`config.mk`:
```
export PLATFORM = sky130hd
export DESIGN_NAME = rv32i_core_sequencer_flat
export DESIGN_NICKNAME = d
export VERILOG_FILES = /design/src/rtl/rv32i_core_sequencer_if.sv /design/src/rtl/rv32i_core_sequencer.sv /design/src/flat_wrapper.sv
export SDC_FILE = /design/constraint.sdc
export NUM_CORES = 1
export LEC_CHECK = 0
export CORE_ASPECT_RATIO = 1.5
export CORE_UTILIZATION = 48
export DETAILED_ROUTE_END_ITERATION = 10
export PLACE_DENSITY_LB_ADDON = 0.3
export SYNTH_ARGS = -nofsm -noshare
export SYNTH_HDL_FRONTEND = slang
export SYNTH_SLANG_ARGS = --single-unit
```
`constraint.sdc`:
```
create_clock -name clk -period 2.5 [get_ports clk]
set_input_delay 0.25 -clock clk [delete_from_list [all_inputs] [get_ports clk]]
set_output_delay 0.25 -clock clk [all_outputs]
set_load 0.005 [all_outputs]
```
`src/rtl/rv32i_core_sequencer_if.sv`:
```
// Instruction/data memory handshake bundle between the sequencer and the memory system.
// The master side is the sequencer; the slave side is the memory/IR logic.
interface rv32i_core_sequencer_if;
    logic        im_req;
    logic [31:0] im_addr;
    logic        im_ack;
    logic        ir_we;
    logic        dm_req;
    logic        dm_we;
    logic        dm_ack;

    modport master (
        output im_req, im_addr, ir_we, dm_req, dm_we,
        input  im_ack, dm_ack
    );

    modport slave (
        input  im_req, im_addr, ir_we, dm_req, dm_we,
        output im_ack, dm_ack
    );
endinterface

```
`src/rtl/rv32i_core_sequencer.sv`:
```
// Multi-cycle RV32I control sequencer: owns the PC and steps each instruction through
// fetch/decode/execute/memory/writeback, with synchronous traps and bus-timeout faults.
module rv32i_core_sequencer #(
    parameter logic [31:0] RESET_PC    = 32'h0000_0000,
    parameter logic [31:0] TRAP_VECTOR = 32'h0000_0010,
    parameter logic [7:0]  TIMEOUT     = 8'd15
) (
    input  logic                           clk,
    input  logic                           resetb,
    rv32i_core_sequencer_if.master         mem_bus,
    input  logic                           dec_regwrite,
    input  logic                           dec_jump,
    input  logic                           dec_jr,
    input  logic                           dec_br,
    input  logic                           dec_load,
    input  logic                           dec_store,
    input  logic                           dec_ill,
    input  logic                           dec_mis,
    input  logic                           br_taken,
    input  logic [31:0]                    target,
    output logic                           rf_we,
    output logic [31:0]                    pc,
    output logic                           trap,
    output logic [31:0]                    mepc,
    output logic [3:0]                     mcause,
    output logic [31:0]                    instret
);

    typedef enum logic [2:0] {
        IDLE, FETCH, DECODE, EXEC, MEM, WB, TRAP
    } state_e;

    state_e      state_q, state_d;
    logic [31:0] pc_q, pc_d;
    logic [31:0] mepc_q, mepc_d;
    logic [3:0]  mcause_q, mcause_d;
    logic [3:0]  cause_q, cause_d;
    logic [31:0] instret_q, instret_d;
    logic [7:0]  cnt_q, cnt_d;
    logic        redirect;

    always_ff @(posedge clk or negedge resetb) begin
        if (!resetb) begin
            state_q   <= IDLE;
            pc_q      <= RESET_PC;
            mepc_q    <= '0;
            mcause_q  <= '0;
            cause_q   <= '0;
            instret_q <= '0;
            cnt_q     <= '0;
        end else begin
            state_q   <= state_d;
            pc_q      <= pc_d;
            mepc_q    <= mepc_d;
            mcause_q  <= mcause_d;
            cause_q   <= cause_d;
            instret_q <= instret_d;
            cnt_q     <= cnt_d;
        end
    end

    // Requests depend only on state, so an async reset drops them immediately.
    always_comb begin
        state_d   = state_q;
        pc_d      = pc_q;
        mepc_d    = mepc_q;
        mcause_d  = mcause_q;
        cause_d   = cause_q;
        instret_d = instret_q;
        cnt_d     = '0;
        redirect  = dec_jump | dec_jr | (dec_br & br_taken);

        mem_bus.im_req = 1'b0;
        mem_bus.ir_we  = 1'b0;
        mem_bus.dm_req = 1'b0;
        mem_bus.dm_we  = 1'b0;
        rf_we          = 1'b0;
        trap           = 1'b0;

        unique case (state_q)
            IDLE: state_d = FETCH;

            FETCH: begin
                mem_bus.im_req = 1'b1;
                if (mem_bus.im_ack) begin
                    mem_bus.ir_we = 1'b1;
                    state_d       = DECODE;
                end else if (cnt_q == TIMEOUT) begin
                    cause_d = 4'd1;
                    state_d = TRAP;
                end else begin
                    cnt_d = cnt_q + 8'd1;
                end
            end

            DECODE: begin
                if (dec_ill) begin
                    cause_d = 4'd2;
                    state_d = TRAP;
                end else if (dec_mis && dec_load) begin
                    cause_d = 4'd4;
                    state_d = TRAP;
                end else if (dec_mis && dec_store) begin
                    cause_d = 4'd6;
                    state_d = TRAP;
                end else if (dec_load || dec_store) begin
                    state_d = MEM;
                end else begin
                    state_d = EXEC;
                end
            end

            EXEC: begin
                if (redirect && (target[1:0] != 2'b00)) begin
                    cause_d = 4'd0;
                    state_d = TRAP;
                end else begin
                    rf_we     = dec_regwrite;
                    pc_d      = redirect ? target : pc_q + 32'd4;
                    instret_d = instret_q + 32'd1;
                    state_d   = FETCH;
                end
            end

            MEM: begin
                mem_bus.dm_req = 1'b1;
                mem_bus.dm_we  = dec_store;
                if (mem_bus.dm_ack) begin
                    if (dec_store) begin
                        pc_d      = pc_q + 32'd4;
                        instret_d = instret_q + 32'd1;
                        state_d   = FETCH;
                    end else begin
                        state_d = WB;
                    end
                end else if (cnt_q == TIMEOUT) begin
                    cause_d = dec_store ? 4'd7 : 4'd5;
                    state_d = TRAP;
                end else begin
                    cnt_d = cnt_q + 8'd1;
                end
            end

            WB: begin
                rf_we     = 1'b1;
                pc_d      = pc_q + 32'd4;
                instret_d = instret_q + 32'd1;
                state_d   = FETCH;
            end

            TRAP: begin
                trap     = 1'b1;
                mepc_d   = pc_q;
                mcause_d = cause_q;
                pc_d     = TRAP_VECTOR;
                state_d  = FETCH;
            end

            default: state_d = IDLE;
        endcase
    end

    assign mem_bus.im_addr = pc_q;
    assign pc              = pc_q;
    assign mepc            = mepc_q;
    assign mcause          = mcause_q;
    assign instret         = instret_q;

endmodule

```
`src/flat_wrapper.sv`:
```
// flat-port wrapper written by rule: the top's interface ports become plain ports
module rv32i_core_sequencer_flat 
#(
    parameter logic [31:0] RESET_PC    = 32'h0000_0000,
    parameter logic [31:0] TRAP_VECTOR = 32'h0000_0010,
    parameter logic [7:0]  TIMEOUT     = 8'd15
)
  (clk, resetb, dec_regwrite, dec_jump, dec_jr, dec_br, dec_load, dec_store, dec_ill, dec_mis, br_taken, target, rf_we, pc, trap, mepc, mcause, instret, mem_bus_im_req, mem_bus_im_addr, mem_bus_ir_we, mem_bus_dm_req, mem_bus_dm_we, mem_bus_im_ack, mem_bus_dm_ack);
  rv32i_core_sequencer_if mem_bus_i ();
  input  logic clk;
  input  logic resetb;
  input  logic dec_regwrite;
  input  logic dec_jump;
  input  logic dec_jr;
  input  logic dec_br;
  input  logic dec_load;
  input  logic dec_store;
  input  logic dec_ill;
  input  logic dec_mis;
  input  logic br_taken;
  input  logic [31:0] target;
  output logic rf_we;
  output logic [31:0] pc;
  output logic trap;
  output logic [31:0] mepc;
  output logic [3:0] mcause;
  output logic [31:0] instret;
  output wire logic [$bits(mem_bus_i.im_req)-1:0] mem_bus_im_req;
  output wire logic [$bits(mem_bus_i.im_addr)-1:0] mem_bus_im_addr;
  output wire logic [$bits(mem_bus_i.ir_we)-1:0] mem_bus_ir_we;
  output wire logic [$bits(mem_bus_i.dm_req)-1:0] mem_bus_dm_req;
  output wire logic [$bits(mem_bus_i.dm_we)-1:0] mem_bus_dm_we;
  input wire logic [$bits(mem_bus_i.im_ack)-1:0] mem_bus_im_ack;
  input wire logic [$bits(mem_bus_i.dm_ack)-1:0] mem_bus_dm_ack;
  assign mem_bus_im_req = mem_bus_i.im_req;
  assign mem_bus_im_addr = mem_bus_i.im_addr;
  assign mem_bus_ir_we = mem_bus_i.ir_we;
  assign mem_bus_dm_req = mem_bus_i.dm_req;
  assign mem_bus_dm_we = mem_bus_i.dm_we;
  assign mem_bus_i.im_ack = mem_bus_im_ack;
  assign mem_bus_i.dm_ack = mem_bus_dm_ack;
  rv32i_core_sequencer #(.RESET_PC(RESET_PC), .TRAP_VECTOR(TRAP_VECTOR), .TIMEOUT(TIMEOUT)) u_core (.clk(clk), .resetb(resetb), .mem_bus(mem_bus_i), .dec_regwrite(dec_regwrite), .dec_jump(dec_jump), .dec_jr(dec_jr), .dec_br(dec_br), .dec_load(dec_load), .dec_store(dec_store), .dec_ill(dec_ill), .dec_mis(dec_mis), .br_taken(br_taken), .target(target), .rf_we(rf_we), .pc(pc), .trap(trap), .mepc(mepc), .mcause(mcause), .instret(instret));
endmodule
```
==> impl_results.md, run 1 <==
- Status: complete, no violations
- TritonCTS clock tree: built
- Vias in the first global route: 5886
- Layout Cells excl Fill: 1033
- Maxcap violations: 0
- Remaining antenna violation count: 0
- Top Usage Layer GRT: met2
- I/O pins: 183
- Core footprint: 12140 µm²
- Critical R2R Launch: u_core.mem_bus.im_addr[2]
- Initial core utilization: 0.4997
- Final WL: 17.80 mm
- Synthesized area per cell: 8.728 µm²
- Nets: 914
- Share of flip-flops with an asynchronous set or reset after synthesis: 1.000
- Slew Limit Headroom: 0.5084
- Via count: 5987
- Count leader, synth: nand2_1
- First-pass GRT wire length: 29.07 mm
- Fin. Hold Viols: 0
- Pwr dens: 1101 nW/µm²
- Hold WC Path Type: in2async
- CP Max Fanout: 14
- Netlist cell types: 65
- Clk slew on worst S/H paths: 0.05 ns
- Max-slew violation count: 0
- Met1 Resource Use GR: 0.3425
- Sw Share: 0.3399
- Tmin final: 2.406 ns
- Standby leakage power: 3.740 nW
- Seq pwr share: 0.323
- Synth Register Bits: 113
- Via-to-Cell Ratio: 5.796
- WP data required: 2.25 ns
- Clock tree buffer depth: 2
- Top-area cell type share of the netlist area: 0.4662
- Cells after Synth: 695
- Cts bufs inserted: 17
- Endpoint class of the critical path: output pin
- Setup Skew: 0.01088 ns
- GP Congestion: 0.9070
- Cell Area, Synth: 6066 µm²
- DRC: 0
- Largest area contributor in the netlist: dfrtp_1
- RSZ-0062 raised after global routing: no
- Reg2reg path depth: 6
- Drt wl/cell: 17.23 µm
- Maximum vdd drop: 0.0006298 V
- Pre-antenna DRT Iters: 5
- Mapped Nets: 743
- Leading post-synthesis cells by cell area: dfrtp_1, nand2_1, buf_4, o21ai_0, xnor2_1
- R2r endpoint: u_core.mem_bus.im_addr[30]
- Hold WS: 0.4330 ns
- Worst R2R Setup Slack: 0.17 ns
- Final period util: 0.9626
- Fmax: 0.4156 GHz
- Critical path data arrival time: 2.16 ns
- Overflow after GRT: 0
- Slew @ Worst Pin: 0.7374 ns
- GRT Overall Usage: 0.2830
- Worst-Skew Late Latency: 0.42 ns
- Area grow syn2layout: 42.08%
- Die width: 93.79 µm
- Startpoint Class: flop
- Critical path type: reg2out
- Largest net degree at the start of global routing: 57
- # rows: 49
- Setup violators final: 0
- Psw: 3.225 mW
- Critical path launch point: u_core.state_q[0]
- Met2 usage: 0.4756
- Initial antenna violation count: 1
- YS warnings: 0
- Most frequent cells after synthesis: nand2_1, dfrtp_1, nor2_1
- Sink Count: 113
- CTS H-tree depth: 4
- Clock power share: 0.259
- Layout cell share with drive strength beyond 1: 0.09784
- Port Buffers: 181
- Die area: 13100 µm²
- Post-synthesis sequential area ratio: 0.4662
- TNS Setup: 0 ns
- P_int: 6.264 mW
- Total power: 9.489 mW
- Number of synthesized flops with an enable pin: 0
- Top FF cell, synth: dfrtp_1
- Dpl hpwl: 12.55 mm
- Number of DRC markers in iteration 0: 416
- Placed insts: 998
- Clock root buffer: clkbuf_16
- M3 GR Usage: 0.07213
- Die Ht: 139.7 µm
- Combinational power share: 0.418
[placed cells by master, fill, tap and decap left out, types with 5 or more instances in the layout]
master           instances
inv_1                    8
and4_1                   5
buf_4                   38
nand4_1                 15
a22o_1                   7
a31oi_1                  5
nor4_1                  18
a211oi_1                 6
dfrtp_1                111
and3_1                  12
clkdlybuf4s50_1        180
clkbuf_16               17
nand2_1                142
xor2_1                  15
nor3_1                  21
nor2_1                  45
nand3_1                 29
a22oi_1                  6
xnor2_1                 22
and2_1                   7
o31ai_1                  5
o21ai_0                 42
a21oi_1                 32
a221oi_1                 7
[sequential cells by signal (all words and copies together), names as in the netlist]
name                    count
u_core.cnt_q                8
u_core.mepc                32
u_core.state_q              3
u_core.cause_q              3
u_core.instret             32
u_core.mem_bus.im_addr     32
u_core.mcause               3
[metrics by stage]
stage / util / area [µm²] / worst slack [ns]
floorplan: - / 6066 / 0.3785
global placement: 0.6579 / 7986 / 0.2099
detailed placement: 0.6579 / 7986 / 0.1411
CTS: 0.7088 / 8605 / 0.03700
global route: 0.7100 / 8618 / 0.04156
finish: 0.7100 / 8618 / 0.09357
[cell type report]
class                           instances  area, µm²
Tap cell                              153      191.4
Timing Repair Buffer                  221       2137
Antenna cell                            1      2.502
Inverter                                9      33.78
Clock inverter                         10      132.6
Fill cell                             929       3521
Sequential cell                       113       2830
Clock buffer                           22      474.2
Multi-Input combinational cell        504       2816
[per-layer routing]
metal,routed length (µm),up-vias
li1,-,2767
met1,6859,2885
met2,9290,294
met3,1226,41
met4,419,0
met5,0,-
[critical path, cell delays in order (launching register included)]
cell	delay, ns
dfrtp_1	0.52
nand2b_2	0.36
nor2_1	0.30
clkdlybuf4s50_1	0.57
[worst max path at each step]
stage | end | depth (start not counted)
CTS | mem_bus_dm_req | 3
global placement | rf_we | 6
floorplan | u_core.mem_bus.im_addr[31] | 7
global route | mem_bus_dm_req | 3
finish | mem_bus_dm_req | 3
detailed placement | u_core.instret[28] | 6
[cells by family after synthesis]
logic type / count (synthesis) / synth area share
xor gates and xnor gates: 37 / 0.05342
muxes: 3 / 0.005363
AOI/OAI and AO/OA: 144 / 0.1528
adders and majority gates: 3 / 0.006189
DFF: 113 / 0.4662
buffers and inverters: 78 / 0.07096
other: 1 / 0.0006182
and+or+nand+nor: 316 / 0.2444
[power groups by stage]
stage	logic [mW]	clock network (mW)	registers, mW
2_1_floorplan	1.92	0	3.00
3_3_place_gp	3.84	0	3.03
3_5_place_dp	3.94	0	3.07
4_1_cts	3.97	2.47	3.05
5_1_grt	4.33	2.58	3.16
6_report	3.96	2.46	3.07
[what timing repair did]
action | 4_1_cts | 5_1_grt
endpoints found under the hold margin | 54 | 0
resized for setup | 1 | 2
buffers inserted | 0 | 1
pin swaps | 0 | 1
hold buffers | 1 | 0
setup endpoints to repair | 1 | 6
Note: power is estimated with default switching activity, not from simulation.
==> run 2, diff against run 1 <==
--- a/constraint.sdc
+++ b/constraint.sdc
@@ -3,2 +3,2 @@
 set_output_delay 0.25 -clock clk [all_outputs]
-set_load 0.005 [all_outputs]
+set_load 0.05 [all_outputs]
==> impl_results.md, run 2 (synthesized netlist as in run 1, its figures left out) <==
- Status: complete, no violations
- TNS Setup: 0 ns
- Maximum vdd drop: 0.0008639 V
- Post-route setup slack: 0.1507 ns
- Most common cell after layout, fill and taps aside: clkdlybuf4s50_1
- Clock root buffer: clkbuf_16
- Setup violators final: 0
- Die Ht: 139.7 µm
- Tmin final: 2.349 ns
- First-pass GRT wire length: 29.64 mm
- Nets: 919
- Endpoint class of the critical path: output pin
- I/O pins: 183
- Die area: 13100 µm²
- GRT Overall Usage: 0.2881
- Fin util: 0.7147
- Hold WS: 0.3502 ns
- Overflow after GRT: 0
- Cts bufs inserted: 17
- RSZ-0062 raised after global routing: no
- Clock power share: 0.204
- Slowest cell on crit path: dfrtp_1
- WP data required: 2.25 ns
- Layout cell share with drive strength beyond 1: 0.1086
- Port Buffers: 181
- Pwr dens: 1424 nW/µm²
- Initial antenna violation count: 0
- Area grow syn2layout: 43.03%
- Initial core utilization: 0.4997
- Fin. Hold Viols: 0
- Layout fillers: 916
- Slew @ Worst Pin: 0.6748 ns
- Slew Limit Headroom: 0.5492
- Clk slew on worst S/H paths: 0.06 ns
- CTS H-tree depth: 4
- Setup bufs post-CTS: 0
- Sw Share: 0.4880
- Crit-path max cell delay: 0.54 ns
- Max-slew violation count: 0
- Final period util: 0.9397
- Most frequent cells in the layout: clkdlybuf4s50_1, nand2_1, dfrtp_1
- # rows: 49
- Placed cell areas: 8044 µm²
- TritonCTS clock tree: built
- Maxcap violations: 0
- Layout Cells excl Fill: 1037
- ANT cells: 0
- Combinational power share: 0.555
- Vias in the first global route: 5970
- Remaining antenna violation count: 0
- DRC: 0
- Pre-antenna DRT Iters: 5
- Startpoint Class: flop
- Seq pwr share: 0.241
- Hold WC Path Type: in2async
- GP Congestion: 0.8968
- Largest net degree at the start of global routing: 77
- Placed insts: 1004
- Critical path type: reg2out
- Crit-path leading delay family: flip-flops
- Setup Skew: 0.008008 ns
- Dpl hpwl: 12.81 mm
- Standby leakage power: 3.798 nW
- Fmax: 0.4257 GHz
- Place WS: 0.1567 ns
- CP Max Fanout: 12
- Cell Chain, Critical Path: buf_4, inv_1, nor2_1, nand3_1, a21boi_0, buf_12
- Psw: 6.031 mW
- Via count: 6117
- Drt wl/cell: 17.66 µm
- Sink Count: 113
- Number of DRC markers in iteration 0: 485
- Final WL: 18.31 mm
- Post-route cell area: 8676 µm²
- Die width: 93.79 µm
- Worst-Skew Late Latency: 0.42 ns
- P_int: 6.327 mW
- Via-to-Cell Ratio: 5.899
- Critical path data arrival time: 2.10 ns
- Core footprint: 12140 µm²
- Buf/Inv on CP: 3
- Total power: 12.36 mW
- Clock tree buffer depth: 2
run 2: changes by cell type in the layout (fill, tap and decap cells not counted), moves of 2 or more:
cell | before | now
buf_4 | 38 | 46
clkinv_4 | 0 | 2
clkbuf_8 | 3 | 1
buf_12 | 2 | 4
clkdlybuf4s50_1 | 180 | 174
clkbuf_1 | 2 | 0
clkinv_2 | 4 | 1
inv_6 | 0 | 5
run 2: path summary, 6_finish.rpt:
path                                      startpoint                          to  slack [ns]  cells after the start
setup / recovery                   u_core.state_q[1]                       rf_we        0.15                      6
hold / removal                                resetb              u_core.mepc[7]        0.35                      2
setup reg to reg           u_core.mem_bus.im_addr[6]  u_core.mem_bus.im_addr[29]        0.18                      6
hold reg to reg                   u_core.instret[31]          u_core.instret[31]        0.46                      1
max in group asynchronous                     resetb           u_core.state_q[0]        1.33                      3
min in group clk                          target[23]  u_core.mem_bus.im_addr[23]        0.43                      3
run 2: power groups by stage:
stage	combinational, mW	clock [mW]	sequential, mW
floorplan	2.82	0	4.75
global route	7.21	2.64	3.07
finish	6.86	2.51	2.98
detailed placement	6.81	0	2.99
global placement	6.67	0	2.96
CTS	6.87	2.55	2.97
run 2: what timing repair did:
| item | in CTS | in global routing |
|---|---|---|
| setup endpoints to repair | 0 | 1 |
| hold buffers | 1 | 0 |
| endpoints found under the hold margin | 37 | 0 |
| gates resized for setup | 0 | 2 |
run 2: routing by layer:
layer / global-route usage / up-vias / wire length [µm]
met3: 0.05082 / 33 / 1310
li1: - / 2783 / -
met4: 0.1061 / 0 / 354
met1: 0.3420 / 2983 / 6733
met5: 0 / - / 0
met2: 0.5109 / 318 / 9912
run 2: cell type report:
type	count	area [µm²]	area share
clock inverter	14	178.9	0.02062
timing repair buffer	226	2190	0.2524
inverter	9	33.78	0.003894
clock buffer	18	439.2	0.05062
tap	153	191.4	0.02207
sequential	113	2829	0.3261
multi-input combinational	504	2814	0.3243
==> run 3, diff against run 2 <==
Settings changed: ABC_AREA from default to 1, CORE_UTILIZATION 48 to 50, PLACE_DENSITY from default to 0.79, PLACE_DENSITY_LB_ADDON 0.3 to default.
==> impl_results.md, run 3 <==
- Endpoint class of the critical path: output pin
- Top FF cell, synth: dfrtp_1
- GRT Overall Usage: 0.3136
- Number of synthesized flops with an enable pin: 0
- Via-to-Cell Ratio: 5.408
- Sink Count: 113
- Placed cell areas: 8707 µm²
- # rows: 52
- CTS H-tree depth: 4
- Largest area contributor in the netlist: dfrtp_1
- Initial antenna violation count: 0
- Initial core utilization: 0.5142
- WP data required: 2.25 ns
- ANT cells: 0
- RSZ-0062 raised after global routing: no
- Worst-Skew Late Latency: 0.41 ns
- Fin. Hold Viols: 0
- Port Buffers: 181
- First-pass GRT wire length: 35.18 mm
- Die Ht: 146.5 µm
- Startpoint Class: flop
- Top-area cell type share of the netlist area: 0.4063
- Critical path data arrival time: 2.07 ns
- Remaining antenna violation count: 0
- Status: complete, but fails checks
- Post-route cell area: 9324 µm²
- Die width: 98.33 µm
- Fin util: 0.6890
- Share of flip-flops with an asynchronous set or reset after synthesis: 1.000
- Setup bufs post-CTS: 0
- TritonCTS clock tree: built
- Clock tree buffer depth: 2
- Vias in the first global route: 7028
- Slew @ Worst Pin: 0.5786 ns
- Die area: 14400 µm²
- Maximum vdd drop: 0.0009424 V
- Cells after Synth: 1006
- Clock root buffer: clkbuf_16
- Max-slew violation count: 0
- Slew Limit Headroom: 0.6113
- Most common cell after layout, fill and taps aside: nand2_1
- Pwr dens: 1365 nW/µm²
- Hold WC Path Type: in2async
- Post-synthesis sequential area ratio: 0.4063
- Drt wl/cell: 16.32 µm
- Dpl hpwl: 15.94 mm
- Maxcap violations: 0
- TNS Setup: 0 ns
- Pre-antenna DRT Iters: 10
- Tmin final: 2.319 ns
- Cell Area, Synth: 6959 µm²
- YS warnings: 0
- Via count: 7203
- Setup violators final: 0
- Most frequent cells in the layout: nand2_1, clkdlybuf4s50_1, nor2_1
- Synth Register Bits: 113
- Hold WS: 0.2934 ns
- Netlist cell types: 39
- Final WL: 21.74 mm
- Critical path type: reg2out
- Largest net degree at the start of global routing: 59
- Total power: 12.72 mW
- Mapped Nets: 1054
- Area grow syn2layout: 33.98%
- CP Max Fanout: 5
- Place WS: 0.3148 ns
- Most frequent cells after synthesis: nand2_1, nor2_1, dfrtp_1
- GP Congestion: 0.9509
- Standby leakage power: 4.314 nW
- Leading post-synthesis cells by cell area: dfrtp_1, nand2_1, nor2_1, inv_1, o21ai_0
- Clk slew on worst S/H paths: 0.05 ns
- Cts bufs inserted: 17
- Synthesized area per cell: 6.918 µm²
- Layout fillers: 1167
- Setup Skew: 0.006998 ns
- I/O pins: 183
- Layout Cells excl Fill: 1332
- Number of DRC markers in iteration 0: 452
- Final period util: 0.9276
- DRC: 12
- Fmax: 0.4312 GHz
- Count leader, synth: nand2_1
- Layout cell share with drive strength beyond 1: 0.05726
- Post-route setup slack: 0.1810 ns
- Nets: 1207
- Core footprint: 13530 µm²
- Placed insts: 1301
- Overflow after GRT: 0
- Failing checks: design-rule violations
run 3: cell types whose count changed in the layout (fill, tap and decap cells not counted), sizes merged, moves of 22 or more:
| cell | before | now |
|---|---|---|
| nand2 | 142 | 352 |
| inv | 13 | 100 |
| nor2 | 46 | 126 |
| o21ai | 46 | 88 |
| buf | 50 | 14 |
| nand3 | 30 | 65 |
| a21oi | 34 | 12 |
run 3: where the power goes:
group	switching [mW]	leakage [nW]	internal, mW
registers	0.733	1.45	2.42
logic	4.91	2.57	2.17
clock network	0.872	0.286	1.63
run 3: cells by family after synthesis:
| logic type | after synthesis | share of synthesized area |
|---|---|---|
| and+or+nand+nor | 584 | 0.3495 |
| xor gates and xnor gates | 25 | 0.03146 |
| other | 1 | 0.0005389 |
| AOI/OAI and AO/OA | 120 | 0.09493 |
| adders and majority gates | 3 | 0.005394 |
| DFF | 113 | 0.4063 |
| buffers and inverters | 160 | 0.1118 |
run 3: final cells by class:
type	count	area, µm²	share of cell area
tap	162	202.7	0.02174
clock buffer	20	466.7	0.05005
sequential	113	2828	0.3033
multi-input combinational	733	3358	0.3602
timing repair buffer	193	1952	0.2093
inverter	101	381.6	0.04093
clock inverter	10	135.1	0.01449
run 3: critical path, stage by stage (launching register included):
cell             delay [ns]
dfrtp_1                0.46
inv_1                  0.13
nand3_1                0.13
inv_1                  0.13
clkdlybuf4s50_1        0.81
run 3: metal layers:
layer	vias up	track usage	wire, µm
li1	3444	-	-
met1	3315	0.3517	7927
met2	361	0.5437	11140
met3	83	0.06127	1546
met4	0	0.1948	1127
met5	-	0	0
run 3: worst paths after layout:
path	from	endpoint	slack, ns	cells past startpoint
hold reg to reg	u_core.cause_q[0]	u_core.mcause[0]	0.48	2
setup reg to reg	u_core.mem_bus.im_addr[3]	u_core.mem_bus.im_addr[16]	0.46	8
min in group clk	target[8]	u_core.mem_bus.im_addr[8]	0.42	3
max in group asynchronous	resetb	u_core.instret[22]	1.44	3
hold / removal	resetb	u_core.instret[8]	0.29	2
setup / recovery	u_core.state_q[2]	mem_bus_im_req	0.18	4
run 3: what timing repair did:
action                                  CTS  global route
hold endpoints to repair                 24             0
gates resized for setup                   0             2
endpoints found under the setup margin    0             2
hold buffers                              1             0
